### src/rtl/schematic_counter_4bit_pkg.sv
// Shared width and operand type for the 4-bit registered incrementer.
// Fixed width; the operand is presented as individual bit ports.
package schematic_counter_4bit_pkg;

   localparam int CNT_W = 4;

   typedef logic [CNT_W-1:0] count_t;

   localparam count_t CNT_ZERO = '0;

endpackage

### src/rtl/schematic_counter_4bit_half_adder.sv
// Single-bit half adder, the cell of the ripple incrementer.
// sum = a ^ b, carry = a & b.
module schematic_counter_4bit_half_adder (
   input  logic a,
   input  logic b,
   output logic sum,
   output logic carry
);

   assign sum   = a ^ b;
   assign carry = a & b;

endmodule

### src/rtl/schematic_counter_4bit.sv
// Registered incrementer: result <= {d3,d2,d1,d0} + 1 mod 16.
// Ripple chain of half adders feeding four sync-reset flops.
module schematic_counter_4bit
   import schematic_counter_4bit_pkg::*;
(
   input  logic         clk,
   input  logic         reset,
   input  logic         d0,
   input  logic         d1,
   input  logic         d2,
   input  logic         d3,
   output logic [3:0]   result
);

   count_t                operand;
   count_t                sum;
   logic   [CNT_W-1:0]    carry;
   logic                  carry_unused;
   count_t                q;

   assign operand = {d3, d2, d1, d0};

   // Carry-in of 1 into bit 0 makes the chain an incrementer.
   for (genvar i = 0; i < CNT_W; i++) begin : g_ha
      if (i == 0) begin : g_lsb
         schematic_counter_4bit_half_adder u_ha (
            .a     (operand[i]),
            .b     (1'b1),
            .sum   (sum[i]),
            .carry (carry[i])
         );
      end else begin : g_bit
         schematic_counter_4bit_half_adder u_ha (
            .a     (operand[i]),
            .b     (carry[i-1]),
            .sum   (sum[i]),
            .carry (carry[i])
         );
      end
   end

   // The final carry-out is dropped; wrap to zero is the intended behaviour.
   assign carry_unused = carry[CNT_W-1];

   always_ff @(posedge clk) begin
      if (reset) begin
         q <= CNT_ZERO;
      end else begin
         q <= sum;
      end
   end

   assign result = q;

endmodule

### config.mk
export PLATFORM = sky130hd
export DESIGN_NAME = schematic_counter_4bit
export DESIGN_NICKNAME = d
export VERILOG_FILES = /design/src/rtl/schematic_counter_4bit_pkg.sv /design/src/rtl/schematic_counter_4bit_half_adder.sv /design/src/rtl/schematic_counter_4bit.sv
export SDC_FILE = /design/constraint.sdc
export NUM_CORES = 1
export LEC_CHECK = 0
export CORE_AREA = 2 2 39 41
export DETAILED_ROUTE_END_ITERATION = 6
export DIE_AREA = 0 0 41 43
export PLACE_DENSITY = 0.31
export RECOVER_POWER = 25
export SLEW_MARGIN = 5
export SYNTH_ARGS = -nofsm -noshare
export SYNTH_HDL_FRONTEND = slang
export SYNTH_SLANG_ARGS = --single-unit
### constraint.sdc
create_clock -name clk -period 1.28 [get_ports clk]
set_input_delay 0.192 -clock clk [delete_from_list [all_inputs] [get_ports clk]]
set_output_delay 0.192 -clock clk [all_outputs]
set_load 0.1 [all_outputs]
Yosys cells after proc, flatten, opt, wreduce, memory -nomap -nowiden
Cells that the tools add are included.
{"block": "op_classes", "n_bitwise": 6}
{"cell": "$xor 1x1->1", "count": 3}
{"cell": "$and 1x1->1", "count": 2}
{"cell": "$not 1->1", "count": 1}
{"block": "word_totals", "ff_bits": 4, "word_cells": 7, "inputBits": 6, "output_inout_bits": 4}

Depth between registers and ports, before layout
{"block": "depth", "ltp_word": 3, "ltp_mapped": 4, "mapped_depth_nobuf": 4}

Hierarchy
From an unflattened synthesis, not the netlist that was laid out.
{"block": "unflattened", "cells_unflattened": 13, "area_unflattened_um2": 158.9}
{"module": "schematic_counter_4bit", "area_each_um2": 108.9, "cells_each": 9, "instances": 1, "seq_area_each_um2": 80.1}
{"module": "schematic_counter_4bit_half_adder", "area_each_um2": 12.5, "cells_each": 1, "instances": 4, "seq_area_each_um2": 0.0}

Worst setup path after synthesis
No wires, ideal clock.
{"block": "synth_timing", "path_type": "register to output", "startpoint": "register q[0], in the netlist result[0]", "endpoint": "output result[0]", "path_buffers": 0, "required_time_ps": 1088, "path_slack_ps": 179, "stages_incl_launch_ff": 1, "arrival_time_ps": 909, "path_cell_list": "dfxtp_1"}
{"item": "start, declared", "line_no": "schematic_counter_4bit.sv:19", "source": "count_t q;"}
{"item": "start signal, assigned", "line_no": "schematic_counter_4bit.sv:49", "source": "q <= sum;"}
{"item": "end, declared", "line_no": "schematic_counter_4bit.sv:12", "source": "output logic [3:0] result"}
No word-level cell between the ends.

Worst setup path in the final report
{"block": "layout_timing", "startpoint": "input d0", "endpoint": "register q[3], in the netlist result[3]"}
{"block": "layout_between", "elab_chain_len": 3}
{"item": "start, declared", "line_no": "schematic_counter_4bit.sv:8", "source": "input logic d0,"}
{"item": "$and 1x1->1 (2 in a row)", "line_no": "schematic_counter_4bit_half_adder.sv:11", "source": "assign carry = a & b;"}
{"item": "$xor 1x1->1", "line_no": "schematic_counter_4bit_half_adder.sv:10", "source": "assign sum = a ^ b;"}
No other way between the ends.
A chain may end at the register's enable or synchronous reset.

==> impl_metrics.yaml <==
place:
  gp_congestion: 0.487
  port_buffers: 9
  placed_area_um2: 284
  place_inst: 36
finish:
  n_antenna_cell: 0
  instances_no_fill: 39
  area_growth_pct: 129
  nFillCells: 155
  largest_reg_flops: 4
  largest_register: "result"
  nets: 33
  seq_area_um2: 80.1
  top_regs: "result: 4 flops"
  fin_util_pct: 22.2
  final_cell_mix: "4 x clkdlybuf4s50_1, 4 x buf_12, 4 x dfxtp_1"
  final_cell_area_um2: 307
  drive_gt1_share_pct: 30.4
  multiInputGateArea_um2: 53.8
timing:
  fin_crit_ns: 1.10
  max_clock_freq_ghz: 0.908
  relSlewSlack_pct: 90.5
  final-hold-violation-count: 0
  fin_crit_sh_pct: 86.0
  grt_setup_unrepaired: "false"
  setup_viol_count_final: 0
  slew_violations: 0
  worst_pin_slew_ns: 0.141
drt:
  vias: 123
  routed_wl_um: 276
  drc: 0
  drt_iter0_markers: 1
  ant_nets: 0
  viasPerCell: 3.15
  dr.pass1.iters: 2
  wl_per_cell_um: 7.08
setup_path:
  cp.required_ns: 1.40
  crit_top_cell: "ha_1"
  cp-start-kind: "primary input"
  slowest_stage: "clkdlybuf4s50_1"
  path_cells: "clkdlybuf4s50_1, ha_1, ha_1, xnor2_1, nor2_1"
  cp_max_fo: 2
  end_kind: "register"
  crit_family: "buffers and inverters"
  cp_data_arrival_time_ns: 1.22
  crit_cells: 5
  worstSetupPathType: "primary input to register"
  max_stage_delay_ns: 0.43
  path_buf_inv: 1
global_route:
  busiest_layer: "met4"
  grt_pass1_vias: 129
  met3_usage_pct: 1.57
  grt_pass1_wl_um: 462
  grtUsageMet1_pct: 3.51
  use_met2_pct: 5.63
  grt_start_max_net_pins: 5
  overflow: 0
  antenna_found_initial: 0
  track_usage_pct: 4.71
clock_tree:
  clk_pin_slew_ns: 0.04
  cts_made_buffers: 3
  htree_levels: 1
  cts_num_sinks: 4
  root_buffer: "clkbuf_4"
  cts_setup_buffers: 0
  postCtsHoldBufs: 0
  cts_tree: "built"
  postCtsResizedCells: 0
  cts_buffer_depth: 2
power:
  pwr-share-comb_pct: 31.1
  p_clk_share_pct: 35.3
  p_leak_nw: 0.128
  p_sw_mw: 0.129
  swShare_pct: 30.6
  irDropWorstVdd_mv: 0.172
  internal_power_mw: 0.293
  seqPwrFrac_pct: 33.6
  power.total_mw: 0.422
  power_density_mw_per_mm2: 1380
logic_synthesis:
  yosysTopAreaCell: "dfxtp_1"
  synth_top_area_share_pct: 59.8
  syn_inst: 11
  ys_seq_elements: 4
  yosys-top-cells-area: "dfxtp_1 60%, ha_1 19%, nor2b_1 9.3%, xnor2_1 6.5%, nor2_1 5.6%"
  synth-seq-area-share_pct: 59.8
  syn_nets: 19
  synth_warnings: 0
  synthesis.area_um2: 134
  synth.avg_cell_area_um2: 12.2
  synthDistinctLibCells: 5
worst_hold_path:
  hold_class: "primary input to register"
  hold_path_depth: 2
floorplan:
  initial_core_util_pct: 9.67
  ios: 10
  dieArea_mm2: 0.00176
  die_y_um: 43
  rows: 14
  core_mm2: 0.00138
  die_x_um: 41
job:
  drv_cap: 0
run_status:
  status: "finished, final reports clean"
==> final cells by class <==
cell class,instances,share of cell area [%]
repair buffers,9,42.4
flip-flops and latches,4,26.1
multi-input cells,7,17.6
clock buffers,3,7.35
well taps,16,6.53
==> cell families (layout without fill, tap and decap cells) <==
group	Yosys count	in the layout	share of synthesized area, %
xor gates and xnor gates	1	1	6.54
buffers and inverters	0	12	0
adders and majority gates	2	2	18.7
and+or+nand+nor	4	4	15.0
DFF	4	4	59.8
==> power groups by stage <==
| stage | registers, mW | clock network, mW | logic [mW] |
|---|---|---|---|
| 6_report | 0.142 | 0.149 | 0.131 |
| 4_1_cts | 0.142 | 0.158 | 0.133 |
| 5_1_grt | 0.142 | 0.163 | 0.137 |
| 3_5_place_dp | 0.144 | 0 | 0.133 |
| 2_1_floorplan | 0.204 | 0 | 0.0105 |
| 3_3_place_gp | 0.143 | 0 | 0.133 |
==> cells in the mapped netlist (all sizes together) <==
cell   count
nor2b      2
xnor2      1
nor2       2
ha         2
dfxtp      4
==> through the flow <==
step,worst slack (ns),TNS [ns],hold slack [ns]
3_3_place_gp,-0.0734,-0.142,0.659
6_report,0.179,0,0.525
3_5_place_dp,-0.0802,-0.136,0.661
5_1_grt,0.114,0,0.545
2_1_floorplan,0.179,0,0.259
4_1_cts,0.166,0,0.533
==> path summary, 6_finish.rpt <==
path | from | endpoint | slack, ns
setup / recovery | d0 | result[3] | 0.18
hold / removal | d0 | result[0] | 0.52
==> routing by layer <==
| layer | up-vias | share of wire [%] |
|---|---|---|
| li1 | 59 | - |
| met2 | 7 | 54 |
| met1 | 57 | 28 |
| met5 | - | 0 |
| met4 | 0 | 0 |
| met3 | 0 | 17 |
(Power assumes the default switching activity.)
